[src/rtl/softmax_exp_pkg.sv]
// Shared types and constants for the softmax exponential scheduler.
// The scheduler FSM encoding and the bfloat16/CORDIC timing constants live here.
package softmax_exp_pkg;

  typedef enum logic [1:0] {
    S_IDLE,
    S_LAUNCH,
    S_BUSY,
    S_RESP
  } sched_state_e;

  localparam int BF16_W      = 16;
  localparam int CORDIC_LAT  = 20;
  // The timeout must cover a full CORDIC run plus the capture cycle.
  localparam int DEF_TIMEOUT = 24;

endpackage

[src/rtl/cordic_exp_sched_if.sv]
// Request/response bundle between the softmax lanes and the exp scheduler.
// The scheduler uses the slave view; the lane controllers use the master view.
interface cordic_exp_sched_if
  import softmax_exp_pkg::*;
#(
  parameter int NUM_REQ = 4,
  parameter int ID_W    = $clog2(NUM_REQ)
) ();

  logic [NUM_REQ-1:0]             req_valid;
  logic [NUM_REQ-1:0][BF16_W-1:0] req_z;
  logic [NUM_REQ-1:0]             req_ready;
  logic                           resp_valid;
  logic                           resp_ready;
  logic [ID_W-1:0]                resp_id;
  logic [BF16_W-1:0]              resp_data;
  logic                           resp_err;

  modport slave (
    input  req_valid, req_z, resp_ready,
    output req_ready, resp_valid, resp_id, resp_data, resp_err
  );

  modport master (
    output req_valid, req_z, resp_ready,
    input  req_ready, resp_valid, resp_id, resp_data, resp_err
  );

endinterface

[src/rtl/cordic_exp_sched_rr_arbiter.sv]
// Combinational round-robin arbiter: first asserted request at or after ptr,
// wrapping at N; returns a one-hot grant and its encoded index.
module rr_arbiter #(
  parameter int N     = 4,
  parameter int IDX_W = $clog2(N)
) (
  input  logic [N-1:0]     req,
  input  logic [IDX_W-1:0] ptr,
  output logic [N-1:0]     gnt,
  output logic [IDX_W-1:0] gnt_idx,
  output logic             gnt_any
);

  logic [IDX_W:0]   sum;
  logic [IDX_W-1:0] idx;

  always_comb begin
    gnt     = '0;
    gnt_idx = '0;
    gnt_any = 1'b0;
    sum     = '0;
    idx     = '0;
    for (int k = 0; k < N; k++) begin
      sum = {1'b0, ptr} + (IDX_W+1)'(k);
      if (sum >= (IDX_W+1)'(N)) sum = sum - (IDX_W+1)'(N);
      idx = sum[IDX_W-1:0];
      if (!gnt_any && req[idx]) begin
        gnt[idx] = 1'b1;
        gnt_idx  = idx;
        gnt_any  = 1'b1;
      end
    end
  end

endmodule

[src/rtl/cordic_exp_sched.sv]
// Round-robin scheduler sharing one bfloat16 CORDIC exp unit among NUM_REQ
// softmax lanes; returns each result tagged with the requesting lane index.
module cordic_exp_sched
  import softmax_exp_pkg::*;
#(
  parameter int NUM_REQ = 4,
  parameter int ID_W    = $clog2(NUM_REQ),
  parameter int TIMEOUT = DEF_TIMEOUT
) (
  input  logic                clk,
  input  logic                rst_n,
  cordic_exp_sched_if.slave   bus,
  output logic                cordic_en,
  output logic [BF16_W-1:0]   cordic_z,
  input  logic [BF16_W-1:0]   cordic_out,
  input  logic                cordic_done
);

  localparam int TMO_W = $clog2(TIMEOUT + 1);

  sched_state_e         state, state_nxt;
  logic [ID_W-1:0]      rr_ptr, gnt_idx, id_q, ptr_nxt;
  logic [NUM_REQ-1:0]   gnt;
  logic                 gnt_any, hs, tmo_hit;
  logic [BF16_W-1:0]    z_q, data_q;
  logic                 err_q, en_q;
  logic [TMO_W-1:0]     tmo_cnt;

  rr_arbiter #(.N(NUM_REQ), .IDX_W(ID_W)) u_arb (
    .req     (bus.req_valid),
    .ptr     (rr_ptr),
    .gnt     (gnt),
    .gnt_idx (gnt_idx),
    .gnt_any (gnt_any)
  );

  // Grants are offered only in IDLE and are suppressed while reset is held.
  assign bus.req_ready = (state == S_IDLE && rst_n) ? gnt : '0;
  assign hs            = (state == S_IDLE) && gnt_any;
  assign tmo_hit       = (tmo_cnt == TMO_W'(TIMEOUT - 1));
  assign ptr_nxt       = (gnt_idx == ID_W'(NUM_REQ - 1)) ? '0 : gnt_idx + ID_W'(1);

  always_ff @(posedge clk or negedge rst_n) begin
    if (!rst_n) state <= S_IDLE;
    else        state <= state_nxt;
  end

  always_comb begin
    state_nxt = state;
    case (state)
      S_IDLE:   if (hs) state_nxt = S_LAUNCH;
      S_LAUNCH: state_nxt = S_BUSY;
      S_BUSY:   if (cordic_done || tmo_hit) state_nxt = S_RESP;
      S_RESP:   if (bus.resp_ready) state_nxt = S_IDLE;
      default:  state_nxt = S_IDLE;
    endcase
  end

  // cordic_done is only looked at in BUSY; its idle-high level elsewhere is ignored.
  always_ff @(posedge clk or negedge rst_n) begin
    if (!rst_n) begin
      rr_ptr  <= '0;
      id_q    <= '0;
      z_q     <= '0;
      data_q  <= '0;
      err_q   <= 1'b0;
      en_q    <= 1'b0;
      tmo_cnt <= '0;
    end else begin
      en_q <= hs;
      case (state)
        S_IDLE: begin
          if (hs) begin
            z_q    <= bus.req_z[gnt_idx];
            id_q   <= gnt_idx;
            rr_ptr <= ptr_nxt;
          end
        end
        S_LAUNCH: tmo_cnt <= '0;
        S_BUSY: begin
          tmo_cnt <= tmo_cnt + TMO_W'(1);
          if (cordic_done) begin
            data_q <= cordic_out;
            err_q  <= 1'b0;
          end else if (tmo_hit) begin
            data_q <= '0;
            err_q  <= 1'b1;
          end
        end
        default: ;
      endcase
    end
  end

  assign cordic_en      = en_q;
  assign cordic_z       = z_q;
  assign bus.resp_valid = (state == S_RESP);
  assign bus.resp_id    = id_q;
  assign bus.resp_data  = data_q;
  assign bus.resp_err   = err_q;

endmodule

[src/flat_wrapper.sv]
// flat-port wrapper written by rule: the top's interface ports become plain ports
module cordic_exp_sched_flat import softmax_exp_pkg::*;
#(
  parameter int NUM_REQ = 4,
  parameter int ID_W    = $clog2(NUM_REQ),
  parameter int TIMEOUT = DEF_TIMEOUT
)
  (clk, rst_n, cordic_en, cordic_z, cordic_out, cordic_done, bus_req_valid, bus_req_z, bus_resp_ready, bus_req_ready, bus_resp_valid, bus_resp_id, bus_resp_data, bus_resp_err);
  cordic_exp_sched_if #(.NUM_REQ(NUM_REQ), .ID_W(ID_W)) bus_i ();
  input  logic clk;
  input  logic rst_n;
  output logic cordic_en;
  output logic [BF16_W-1:0] cordic_z;
  input  logic [BF16_W-1:0] cordic_out;
  input  logic cordic_done;
  input wire logic [$bits(bus_i.req_valid)-1:0] bus_req_valid;
  input wire logic [$bits(bus_i.req_z)-1:0] bus_req_z;
  input wire logic [$bits(bus_i.resp_ready)-1:0] bus_resp_ready;
  output wire logic [$bits(bus_i.req_ready)-1:0] bus_req_ready;
  output wire logic [$bits(bus_i.resp_valid)-1:0] bus_resp_valid;
  output wire logic [$bits(bus_i.resp_id)-1:0] bus_resp_id;
  output wire logic [$bits(bus_i.resp_data)-1:0] bus_resp_data;
  output wire logic [$bits(bus_i.resp_err)-1:0] bus_resp_err;
  assign bus_i.req_valid = bus_req_valid;
  assign bus_i.req_z = bus_req_z;
  assign bus_i.resp_ready = bus_resp_ready;
  assign bus_req_ready = bus_i.req_ready;
  assign bus_resp_valid = bus_i.resp_valid;
  assign bus_resp_id = bus_i.resp_id;
  assign bus_resp_data = bus_i.resp_data;
  assign bus_resp_err = bus_i.resp_err;
  cordic_exp_sched #(.NUM_REQ(NUM_REQ), .ID_W(ID_W), .TIMEOUT(TIMEOUT)) u_core (.clk(clk), .rst_n(rst_n), .bus(bus_i), .cordic_en(cordic_en), .cordic_z(cordic_z), .cordic_out(cordic_out), .cordic_done(cordic_done));
endmodule
[config.mk]
export PLATFORM = sky130hd
export DESIGN_NAME = cordic_exp_sched_flat
export DESIGN_NICKNAME = d
export VERILOG_FILES = /design/src/rtl/softmax_exp_pkg.sv /design/src/rtl/cordic_exp_sched_if.sv /design/src/rtl/cordic_exp_sched_rr_arbiter.sv /design/src/rtl/cordic_exp_sched.sv /design/src/flat_wrapper.sv
export SDC_FILE = /design/constraint.sdc
export NUM_CORES = 1
export LEC_CHECK = 0
export BUFFER_PORTS_ARGS = -buffer_cell sky130_fd_sc_hd__buf_2
export CAP_MARGIN = 20
export CELL_PAD_IN_SITES_DETAIL_PLACEMENT = 1
export CELL_PAD_IN_SITES_GLOBAL_PLACEMENT = 1
export CORE_MARGIN = 3
export CORE_UTILIZATION = 30
export CTS_CLUSTER_SIZE = 40
export DETAILED_ROUTE_END_ITERATION = 7
export PLACE_DENSITY_LB_ADDON = 0.1
export SYNTH_ARGS = -nofsm -noshare
export SYNTH_HDL_FRONTEND = slang
export SYNTH_SLANG_ARGS = --single-unit
[constraint.sdc]
create_clock -name clk -period 2.7 [get_ports clk]
set_input_delay 0.54 -clock clk [delete_from_list [all_inputs] [get_ports clk]]
set_output_delay 0.54 -clock clk [all_outputs]
set_load 0.01 [all_outputs]
# Word-level counts from Yosys, hierarchy flattened
# Index checks and enable logic that the tools add are counted.
[word_totals]
elab_cells = 105
in_bits = 88
regBits = 45
[op_classes]
n_addsub = 9
n_reduce_logical = 19
n_lt_le_gt_ge = 13
n_mux = 45
bitwise = 3
eq_ne = 8
[op_table]
columns = ["operator", "n"]
rows = [
  ["16-bit 2-to-1 mux", 3],
  ["16-bit binary-select mux with 2-bit select", 1],
  ["2-bit 2-to-1 mux", 12],
  ["4-bit 2-to-1 mux", 5],
  ["2-bit by 3-bit less-than comparator with 1-bit output, second input constant", 5],
  ["1-bit 2-to-1 mux", 14],
  ["4-bit bitwise OR", 3],
  ["5-bit one-hot mux with 2 select lines", 1],
  ["3-bit >= comparator, second input constant", 3],
  ["1-bit logical AND", 9],
  ["1-bit binary-select mux with 2-bit select", 4],
  ["1-bit demux with 2-bit select", 4],
  ["2-bit by 1-bit >= comparator with 1-bit output, second input constant", 4],
  ["2-bit one-hot mux with 4 select lines", 1],
  ["2-bit by 1-bit subtractor with 2-bit output, second input constant", 4],
  ["2-bit by 2-bit adder with 3-bit output, second input constant", 2],
  ["2-bit equality test, second input constant", 3],
  ["5-bit by 1-bit adder with 5-bit output, second input constant", 1],
  ["5-bit equality test, second input constant", 1],
  ["2-bit by 1-bit inequality test with 1-bit output, second input constant", 2],
  ["2-bit AND reduction", 2],
  ["2-bit nonzero test", 2],
  ["2-bit by 1-bit adder with 3-bit output, second input constant", 1],
  ["2-bit by 3-bit >= comparator with 1-bit output, second input constant", 1],
  ["7 further kinds", 9],
]

# Longest topological paths before layout
# Gate-level depths: netlist of run 1.
[logic_depth]
depth_word = 17
depth_mapped = 12
mapped_depth_nobuf = 8

# By module
# A second synthesis of run 1 with hierarchy kept.
[unflattened]
cells_unflattened = 239
hier_area_um2 = 2727.6
[modules_own_cells]
columns = ["mod", "instances", "area_each_um2", "cells_per_inst"]
rows = [
  ["cordic_exp_sched", 1, 2306.0, 194],
  ["rr_arbiter", 1, 421.7, 45],
]

# Worst setup path after synthesis of run 1
# Ideal clock, no wire load.
[synth_path]
path_type = "register to output"
startpoint = "register u_core.rr_ptr[0]"
endpoint = "output port bus_req_ready[0]"
path_stages_with_launch = 11
t_arrival_ns = 2.354
required_time_ns = 2.160
setup_slack_ns = -0.194
path_buffers = 2
path_cell_list = "dfrtp_1 buf_6 inv_2 ha_1 buf_4 mux2i_2 mux2i_4 a211oi_1 a22oi_1 o21ai_0 nor2b_1"
[synth_between]
elab_chain_len = 15
word_cells_on_any_way = 60
classes_between = "7 x add/sub; 12 x order compare; 28 x mux; 3 x bitwise; 10 x reduce/logical"
[synth_lines]
columns = ["element", "line", "rtl"]
rows = [
  ["start, declared", "cordic_exp_sched.sv:22", "logic [ID_W-1:0] rr_ptr, gnt_idx, id_q, ptr_nxt;"],
  ["start signal, assigned", "cordic_exp_sched.sv:76", "rr_ptr <= ptr_nxt;"],
  ["branches (longest 13 deep; another with 2-bit by 1-bit adder with 3-bit output)", "--", ""],
  ["4-bit 2-to-1 mux *", "cordic_exp_sched_rr_arbiter.sv:27", "if (!gnt_any && req[idx]) begin"],
  ["4-bit 2-to-1 mux *", "cordic_exp_sched.sv:38", "assign bus.req_ready = (state == S_IDLE && rst_n) ? gnt : '0;"],
  ["end, declared", "flat_wrapper.sv:19", "output wire logic [$bits(bus_i.req_ready)-1:0] bus_req_ready;"],
]
# Mark *: on every way between the ends. The select of a mux whose other input is x is not followed.

# Worst setup path after layout of run 1
[layout_path]
startpoint = "register u_core.rr_ptr[0]"
endpoint = "output port bus_req_ready[3]"
# Same word-level chain as after synthesis.

==> results.py, run 1 <==
metrics = {
    "outcome": {
        "outcome": "complete, but fails checks",
        "violations": "setup timing",
    },
    "setup_path": {
        "critPathRequiredTime_ns": 2.16,
        "crit_path_end_kind": "output port",
        "path_buf_inv": 2,
        "crit_chain": "inv_4 -> ha_4 -> mux2i_4 -> mux2i_4 -> a211oi_4 -> a22oi_1 -> o21ai_1 -> nor2b_2 -> buf_2",
        "crit_arrival_ns": 2.19,
        "cp-start-kind": "flip-flop",
        "crit_type": "reg2out",
        "crit_slowest_cell": "dfrtp_1",
        "crit_fanout": 5,
        "slowest_delay_ns": 0.40,
        "critPathTopFamily": "compound AO/OA/AOI/OAI gates",
        "path_common_cell": "mux2i_4",
    },
    "grt": {
        "grt_pass1_vias": 2643,
        "grt_overflow": 0,
        "grt_max_degree": 46,
        "gr-usage-all-layers_pct": 15.61,
        "grt_pass1_wl_um": 12900,
        "antenna_found_initial": 0,
    },
    "die": {
        "core-area_um2": 8891,
        "die_h_um": 102.4,
        "die_w_um": 102.4,
        "dieArea_um2": 10480,
        "io_pins": 129,
        "start_util_pct": 31.34,
        "fp-row-count": 34,
    },
    "layout": {
        "drive_gt1_share_pct": 41.63,
        "final_nets": 517,
        "diodes": 0,
        "utilization_pct": 41.99,
        "n_fill_cell": 1070,
        "finalNonFillerCells": 526,
        "area_growth_pct": 33.99,
    },
    "pwr": {
        "power.leakage_nw": 1.998,
        "ir_drop_uv": 723.5,
        "power_mw": 4.384,
        "powerDensity_nw_per_um2": 1174,
    },
    "timing": {
        "fin_crit_sh_pct": 101.3,
        "fin_ws_ns": -0.03458,
        "max_freq_ghz": 0.3657,
        "slew_violations": 0,
        "maxSlewHeadroom_pct": 53.35,
        "fin_crit_ns": 2.735,
        "rsz0062_at_grt": "true",
        "finalClockSkew_ns": 0.006089,
        "hold_violations": 0,
        "finalSetupTns_ns": -0.08970,
        "setup_viol": 4,
        "tightest_slew_ns": 0.6997,
    },
    "clock_tree": {
        "ctsHoldBuffers": 0,
        "clkTransAtPathRegs_ns": 0.09,
        "clk_latency_ns": 0.30,
        "cts-root-buf": "clkbuf_8",
        "cts.sinks": 45,
        "clk_path_buf_depth": 2,
        "cts_tree": "built",
        "cts_buffers": 5,
        "htreeDepth": 2,
    },
    "place": {
        "gp_routability_congestion": 0.8482,
        "dpl.hpwl_um": 6335,
        "portBuffers": 128,
        "dp.cells": 513,
        "post-place-ws_ns": 0.003766,
    },
    "yosys": {
        "ys_seq_elements": 45,
        "synth_edf_count": 0,
        "async_reset_ff_share_pct": 100.0,
        "synthFlopType": "dfrtp_1",
        "syn-num-nets": 387,
        "netlist_area_um2": 2786,
        "synth.distinct_cells": 38,
        "synth_warnings": 0,
        "synthCells": 287,
        "ys_seq_area_share_pct": 40.41,
        "syn_area_per_cell_um2": 9.709,
    },
    "routing": {
        "dr_total_vias": 2610,
        "firstDrtPassIters": 5,
        "drc": 0,
        "wire_per_inst_um": 15.93,
        "dr.first_iter.drc_count": 40,
        "viasPerCell": 4.962,
        "drtAntennaViolNets": 0,
        "wirelength_um": 8379,
    },
    "min_path": {
        "hold_class": "in2async",
    },
    "flow_run": {
        "cap_violations": 0,
    },
}
-- state kept, by name, indices dropped and copies added (netlist names) --
signal and flops:
u_core.bus.resp_data 16, u_core.cordic_z 16, u_core.tmo_cnt 5, u_core.bus.resp_id 2, u_core.rr_ptr 2, u_core.state 2, u_core.bus.resp_err 1, u_core.cordic_en 1
-- layout make-up --
type                    count  area [um^2]  share of cell area [%]
flip-flops and latches     45         1126                   30.16
repair buffers            145        780.7                   20.91
multi-input cells         211         1554                   41.62
clock buffers               7        96.34                   2.580
inverters                   9        36.28                  0.9719
well taps                 108        135.1                   3.619
clock inverters             1        5.005                  0.1340
-- metal layers --
| metal | part of all wire, % | GRT usage, % | routed length (um) |
|---|---|---|---|
| met4 | 0.60 | 3.027 | 50 |
| met1 | 43 | 19.76 | 3574 |
| met5 | 0 | 0 | 0 |
| met3 | 7.8 | 5.119 | 650 |
| met2 | 49 | 26.24 | 4104 |
-- worst reg2reg max path, delay by kind of cell, from the launching register on --
family,cells,cell delay [ns]
AOI/OAI and AO/OA,3,0.48
buffers and inverters,2,0.30
adders and majority gates,1,0.24
muxes,2,0.40
DFF,1,0.39
and+or+nand+nor,1,0.54
-- cell usage in the layout (no fill, tap or decap), types with 2 or more instances in the layout --
cell	instances
ha_1	11
and3b_1	2
mux2_2	3
buf_2	128
nor2_1	3
dfrtp_1	45
clkbuf_8	7
mux2i_1	36
buf_4	16
o221ai_1	17
o22ai_1	3
nor3b_1	2
a21oi_1	6
o21ai_0	8
nor2b_2	4
o21ai_1	5
mux2i_4	4
nand2b_1	2
o21a_1	2
a22oi_1	7
nand3_1	20
inv_1	7
nand2_1	61
-- cell families (layout without fill, tap and decap cells) --
family                   Yosys count  in the layout  synth area share, %
adder cells (fa/ha/maj)           12             12                5.388
multiplexers                      44             44                17.11
flip-flops                        45             45                40.41
XOR/XNOR                           1              1               0.3144
buffers and inverters             31            162                6.421
AND/OR/NAND/NOR                   97             97                15.49
AO/OA/AOI/OAI                     57             57                14.86
-- power breakdown --
group          total (mW)  switching [mW]  internal, mW  leakage [nW]
combinational        2.78            1.52          1.26          1.38
sequential           1.14           0.157         0.980         0.566
clock               0.465           0.234         0.232        0.0542
total                4.38            1.92          2.47          2.00
-- what timing repair did --
action / CTS / global route
endpoints found under the setup margin: 4 / 4
pin swaps: 6 / 3
resized for setup: 10 / 0
buffers inserted: 3 / 2
-- through the flow --
stage               hold WS [ns]  cell area, um^2
finish                    0.3825             3734
detailed placement        0.4567             3561
global placement          0.4457             3561
floorplan                 0.2444             2816
CTS                       0.4030             3719
global route              0.4296             3734
-- final timing paths --
path / start / end / slack [ns] / depth (start not counted)
setup / recovery: u_core.rr_ptr[0] / bus_req_ready[3] / -0.03 / 9
hold / removal: rst_n / u_core.bus.resp_data[4] / 0.38 / 2
setup reg to reg: u_core.rr_ptr[1] / u_core.cordic_z[6] / 0.21 / 9
hold reg to reg: u_core.bus.resp_data[9] / u_core.bus.resp_data[9] / 0.47 / 2
max in group asynchronous: rst_n / u_core.rr_ptr[0] / 1.92 / 2
min in group clk: cordic_out[10] / u_core.bus.resp_data[10] / 0.47 / 3
-- cell usage after synthesis (all sizes together) (3+ instances only) --
cell type / number / area [um^2]
nand2: 61 / 229.0
dfrtp: 45 / 1126
mux2i: 41 / 442.9
nand3: 20 / 100.1
o221ai: 17 / 148.9
o21ai: 14 / 70.07
ha: 12 / 150.1
buf: 11 / 102.6
clkbuf: 11 / 42.54
inv: 9 / 33.78
a22oi: 8 / 60.06
a21oi: 7 / 38.79
nor2b: 4 / 25.02
mux2: 3 / 33.78
nor2: 3 / 11.26
o22ai: 3 / 18.77
Note: power is estimated with default switching activity, not from simulation.
==> run 2: changes to the inputs <==
- BUFFER_PORTS_ARGS: -buffer_cell sky130_fd_sc_hd__buf_2 -> -buffer_cell sky130_fd_sc_hd__buf_4
- clock period: 2.7 -> 3 ns (I/O delays scaled with it)
==> run 2 against run 1 <==
Effect of this change: the run now ends clean; final area is 8.4% higher; core utilization is 3.5 points higher; non-clock buffer count is 1 lower; setup slack better by 0.20 ns; via count is 1.7% higher; total power is 5.1% lower; die area stayed put; clock power is 4% higher.
==> results.py, run 2 (same netlist as run 1, synthesis figures left out) <==
metrics = {
    "timing": {
        "tightest_slew_ns": 0.7168,
        "fin_crit_ns": 2.836,
        "maxSlewHeadroom_pct": 52.21,
        "slew_violations": 0,
        "max_freq_ghz": 0.3526,
        "fin_hold_ws_ns": 0.4036,
        "finalClockSkew_ns": 0.005914,
        "fin_crit_sh_pct": 94.52,
        "finalSetupTns_ns": 0,
        "setup_viol": 0,
        "rsz0062_at_grt": "false",
        "hold_violations": 0,
    },
    "layout": {
        "finalNonFillerCells": 525,
        "n_fill_cell": 1032,
        "layout_common_cells": "buf_4, nand2_1, dfrtp_1, mux2i_1, nand3_1",
        "layout_commonest_cell": "buf_4",
        "utilization_pct": 45.52,
        "drive_gt1_share_pct": 39.81,
        "regArea_um2": 1126,
        "area_growth_pct": 45.26,
        "final_nets": 516,
        "multi_input_area_um2": 1543,
        "diodes": 0,
    },
    "grt": {
        "gr-usage-all-layers_pct": 15.82,
        "grt_pass1_wl_um": 12980,
        "grt_max_degree": 46,
        "grt_overflow": 0,
        "grt_pass1_vias": 2632,
        "antenna_found_initial": 0,
    },
    "routing": {
        "dr_total_vias": 2654,
        "firstDrtPassIters": 4,
        "wirelength_um": 8737,
        "wire_per_inst_um": 16.64,
        "drtAntennaViolNets": 0,
        "drc": 0,
        "dr.first_iter.drc_count": 66,
        "viasPerCell": 5.055,
    },
    "pwr": {
        "swShare_pct": 41.74,
        "ir_drop_uv": 406.9,
        "power_frac_comb_pct": 63.4,
        "clkPwrFrac_pct": 11.6,
        "p_switching_mw": 1.737,
        "intPower_mw": 2.424,
        "power.leakage_nw": 2.100,
        "powerDensity_nw_per_um2": 1028,
        "p_seq_share_pct": 25.0,
    },
    "place": {
        "dp.cells": 514,
        "dpl.hpwl_um": 6668,
        "portBuffers": 128,
        "gp_routability_congestion": 0.8106,
    },
    "setup_path": {
        "crit_type": "reg2out",
        "slowest_delay_ns": 0.35,
        "crit_arrival_ns": 2.24,
        "critPathRequiredTime_ns": 2.40,
        "cp-start-kind": "flip-flop",
        "crit_fanout": 5,
        "crit_path_end_kind": "output port",
        "crit_chain": "inv_1 -> ha_4 -> mux2i_4 -> mux2i_4 -> a211oi_2 -> buf_4 -> a22oi_1 -> o21ai_0 -> nor2b_1 -> buf_4",
        "crit_slowest_cell": "dfrtp_1",
    },
    "clock_tree": {
        "htreeDepth": 2,
        "clk_path_buf_depth": 2,
        "clk_latency_ns": 0.30,
        "clkTransAtPathRegs_ns": 0.09,
        "cts_buffers": 5,
        "cts-root-buf": "clkbuf_8",
        "cts.sinks": 45,
        "cts_tree": "built",
        "ctsHoldBuffers": 0,
    },
    "outcome": {
        "outcome": "finished clean",
    },
    "die": {
        "dieArea_um2": 10480,
        "start_util_pct": 31.34,
        "die_h_um": 102.4,
        "die_w_um": 102.4,
        "fp-row-count": 34,
        "core-area_um2": 8891,
        "io_pins": 129,
    },
    "min_path": {
        "hold_class": "in2async",
    },
    "flow_run": {
        "cap_violations": 0,
    },
}
-- run 2: layout make-up --
class / instances / area share, %
inverter: 9 / 0.8346
clock inverter: 1 / 0.7419
sequential: 45 / 27.82
tap: 108 / 3.338
multi-input combinational: 211 / 38.11
clock buffer: 7 / 2.133
timing repair buffer: 144 / 27.02
-- run 2: worst max-delay path, delay by kind of cell (launching register included) --
kind | cells | cell delay, ns
adder cells (fa/ha/maj) | 1 | 0.34
AND/OR/NAND/NOR | 1 | 0.15
buffers and inverters | 3 | 0.40
flip-flops | 1 | 0.35
AO/OA/AOI/OAI | 3 | 0.34
multiplexers | 2 | 0.37
-- run 2: power groups by stage --
stage               Combinational, mW  Sequential [mW]  Clock, mW
finish                           2.64             1.04      0.484
global route                     2.90             1.08      0.527
CTS                              2.61             1.04      0.503
detailed placement               2.56             1.05          0
global placement                 2.50             1.03          0
floorplan                        1.57             1.14          0
-- run 2: metal layers --
layer | vias to the layer above | global-route usage [%] | share of wire [%]
met1 | 1281 | 18.82 | 41
met2 | 88 | 27.99 | 50
met3 | 8 | 4.505 | 7.3
met5 | - | 0 | 0
met4 | 0 | 4.137 | 1.3
li1 | 1277 | - | -
-- run 2: worst paths after layout --
path | slack, ns | start | endpoint | cells after the start
setup / recovery | 0.16 | u_core.rr_ptr[1] | bus_req_ready[1] | 10
hold / removal | 0.40 | rst_n | u_core.bus.resp_id[1] | 2
setup reg to reg | 0.53 | u_core.rr_ptr[1] | u_core.cordic_z[3] | 10
hold reg to reg | 0.48 | u_core.bus.resp_data[8] | u_core.bus.resp_data[8] | 2
max in group asynchronous | 2.20 | rst_n | u_core.cordic_z[0] | 2
min in group clk | 0.48 | u_core.bus.resp_data[8] | u_core.bus.resp_data[8] | 2
-- run 2: through the flow --
stage               area (um^2)  total power [mW]  setup WS (ns)
finish                     4048             4.162         0.1643
global route               4048             4.513        0.01012
CTS                        3999             4.158        0.04138
detailed placement         3859             3.614         0.2839
global placement           3859             3.538         0.3550
floorplan                  2786             2.710        0.04596
-- run 2: what timing repair did --
action | in CTS | in global routing
setup endpoints to repair | 4 | 4
gates resized for setup | 2 | 6
setup buffers | 1 | 2
==> run 3: changes to the inputs <==
- ABC_AREA: default -> 1
==> run 3 against run 2 <==
Effect of this change: first-iteration DRC count up 29%; setup slack better by 0.0090 ns; register-to-register slack worse by 0.20 ns; combinational power up 32%; total power up 23%; hold slack better by 0.0025 ns; synthesized cell count up 55%; die area up 13%; critical endpoint is now bus_req_ready[2]; highest routed layer unchanged.
==> results.py, run 3 <==
metrics = {
    "timing": {
        "fin_hold_ws_ns": 0.4060,
        "rsz0062_at_grt": "false",
        "maxSlewHeadroom_pct": 57.80,
        "fin_ws_ns": 0.1733,
        "finalSetupTns_ns": 0,
        "fin_crit_sh_pct": 94.22,
        "slew_violations": 0,
        "tightest_slew_ns": 0.6331,
        "setup_viol": 0,
        "max_freq_ghz": 0.3538,
        "hold_violations": 0,
        "finalClockSkew_ns": 0.009620,
        "fin_crit_ns": 2.827,
    },
    "clock_tree": {
        "ctsHoldBuffers": 0,
        "clk_path_buf_depth": 2,
        "clk_latency_ns": 0.30,
        "post_cts_resized": 0,
        "htreeDepth": 2,
        "cts-root-buf": "clkbuf_8",
        "cts_tree": "built",
        "clkTransAtPathRegs_ns": 0.08,
        "cts_buffers": 5,
        "cts_setup_buffers": 0,
        "cts.sinks": 45,
    },
    "place": {
        "post-place-ws_ns": 0.3418,
        "dp.cells": 696,
        "dpl.hpwl_um": 8134,
        "portBuffers": 128,
        "gp_routability_congestion": 0.8672,
        "dpl_cell_area_um2": 4228,
    },
    "layout": {
        "layout_commonest_cell": "buf_4",
        "final_nets": 670,
        "finalNonFillerCells": 704,
        "utilization_pct": 43.88,
        "layout_common_cells": "buf_4, nand2_1, nand3_1, inv_1, dfrtp_1",
        "stdcell_area_um2": 4388,
        "area_growth_pct": 38.78,
        "drive_gt1_share_pct": 30.82,
        "diodes": 0,
    },
    "flow_run": {
        "cap_violations": 0,
    },
    "yosys": {
        "yosys-top-cells-count": "nand2_1, nand3_1, inv_1",
        "synth.distinct_cells": 34,
        "synth_area_leader_cell": "dfrtp_1",
        "netlist_area_um2": 3162,
        "syn-num-nets": 546,
        "synth_top_area_share_pct": 35.62,
        "synthTopCellsByArea": "dfrtp_1, nand2_1, nand3_1",
        "synth_warnings": 0,
        "synthCells": 446,
        "ys_seq_elements": 45,
        "yosysMostFrequentCell": "nand2_1",
        "syn_area_per_cell_um2": 7.089,
        "ys_seq_area_share_pct": 35.62,
        "async_reset_ff_share_pct": 100.0,
        "synthFlopType": "dfrtp_1",
        "synth_edf_count": 0,
    },
    "pwr": {
        "power_frac_comb_pct": 68.4,
        "power.leakage_nw": 2.439,
        "p_switching_mw": 2.569,
        "powerDensity_nw_per_um2": 1164,
        "ir_drop_uv": 464.4,
        "p_seq_share_pct": 20.8,
        "clkPwrFrac_pct": 10.8,
        "swShare_pct": 50.29,
        "intPower_mw": 2.539,
        "power_mw": 5.108,
    },
    "routing": {
        "dr.first_iter.drc_count": 85,
        "wire_per_inst_um": 14.81,
        "drc": 0,
        "firstDrtPassIters": 4,
        "dr_total_vias": 3323,
        "wirelength_um": 10430,
        "drtAntennaViolNets": 0,
        "viasPerCell": 4.720,
    },
    "die": {
        "die_w_um": 108.7,
        "core-area_um2": 10000,
        "io_pins": 129,
        "die_h_um": 108.7,
        "fp-row-count": 36,
        "dieArea_um2": 11810,
        "start_util_pct": 31.62,
    },
    "grt": {
        "grt_max_degree": 46,
        "grt_pass1_wl_um": 16530,
        "gr-usage-all-layers_pct": 17.54,
        "antenna_found_initial": 0,
        "grt_pass1_vias": 3353,
        "grt_overflow": 0,
    },
    "setup_path": {
        "rrSetupSlack_ns": 0.33,
        "crit_type": "reg2out",
        "crit_fanout": 14,
        "crit_path_end_kind": "output port",
        "critPathRequiredTime_ns": 2.40,
        "crit_arrival_ns": 2.23,
        "cp-start-kind": "flip-flop",
    },
    "min_path": {
        "hold_class": "in2async",
    },
    "outcome": {
        "outcome": "finished clean",
    },
}
run 3: changes by cell type in the layout (fill, tap and decap cells not counted), sizes merged, moves of 7 or more:
cell	before	now
nand2	61	148
mux2i	41	0
buf	144	136
o221ai	17	0
or2	1	8
nand3	20	80
nor2	3	17
inv	9	65
o211ai	1	8
o21ai	14	21
run 3: final timing paths:
path | from | endpoint | cells after the start
worst max register to register | u_core.rr_ptr[0] | u_core.cordic_z[11] | 14
worst max-delay path | u_core.rr_ptr[0] | bus_req_ready[2] | 10
min in group clk | u_core.cordic_z[0] | u_core.cordic_z[0] | 2
max in group asynchronous | rst_n | u_core.bus.resp_data[13] | 2
worst min register to register | u_core.cordic_z[0] | u_core.cordic_z[0] | 2
worst min-delay path | rst_n | u_core.cordic_z[8] | 2
run 3: kinds of logic after synthesis:
logic type,synth area share [%]
AND/OR/NAND/NOR,39.30
buffers and inverters,12.23
flip-flops,35.62
AO/OA/AOI/OAI,8.113
adder cells (fa/ha/maj),4.749
run 3: metal layers:
| layer | vias up | part of all wire, % | routed length, um | track usage, % |
|---|---|---|---|---|
| met2 | 105 | 47 | 4931 | 28.82 |
| met3 | 6 | 7.3 | 763 | 4.440 |
| met5 | - | 0 | 0 | 0 |
| met1 | 1555 | 44 | 4619 | 23.57 |
| met4 | 0 | 1.1 | 113 | 3.336 |
| li1 | 1657 | - | - | - |
run 3: final cells by class:
type / instances / area [um^2]
multi-input combinational: 316 / 1673
sequential: 45 / 1126
fill: 1321 / 5612
clock inverter: 3 / 65.06
clock buffer: 5 / 68.82
tap: 133 / 166.4
timing repair buffer: 136 / 1033
inverter: 66 / 255.2
run 3: power by group through the flow:
stage | logic (mW) | registers [mW] | clock network (mW)
6_report | 3.49 | 1.06 | 0.550
5_1_grt | 3.94 | 1.11 | 0.599
2_1_floorplan | 2.35 | 1.17 | 0
3_3_place_gp | 3.42 | 1.07 | 0
3_5_place_dp | 3.48 | 1.07 | 0
4_1_cts | 3.49 | 1.07 | 0.577
run 3: worst max-delay path, cell delays in order (launching register included):
cell and delay [ns]:
dfrtp_1 0.40, clkinv_4 0.14, ha_2 0.35, inv_1 0.11
nand3_1 0.19, nand2_2 0.17, nand4_1 0.17, o21ai_0 0.19
nand2_1 0.06, inv_1 0.05, buf_4 0.11
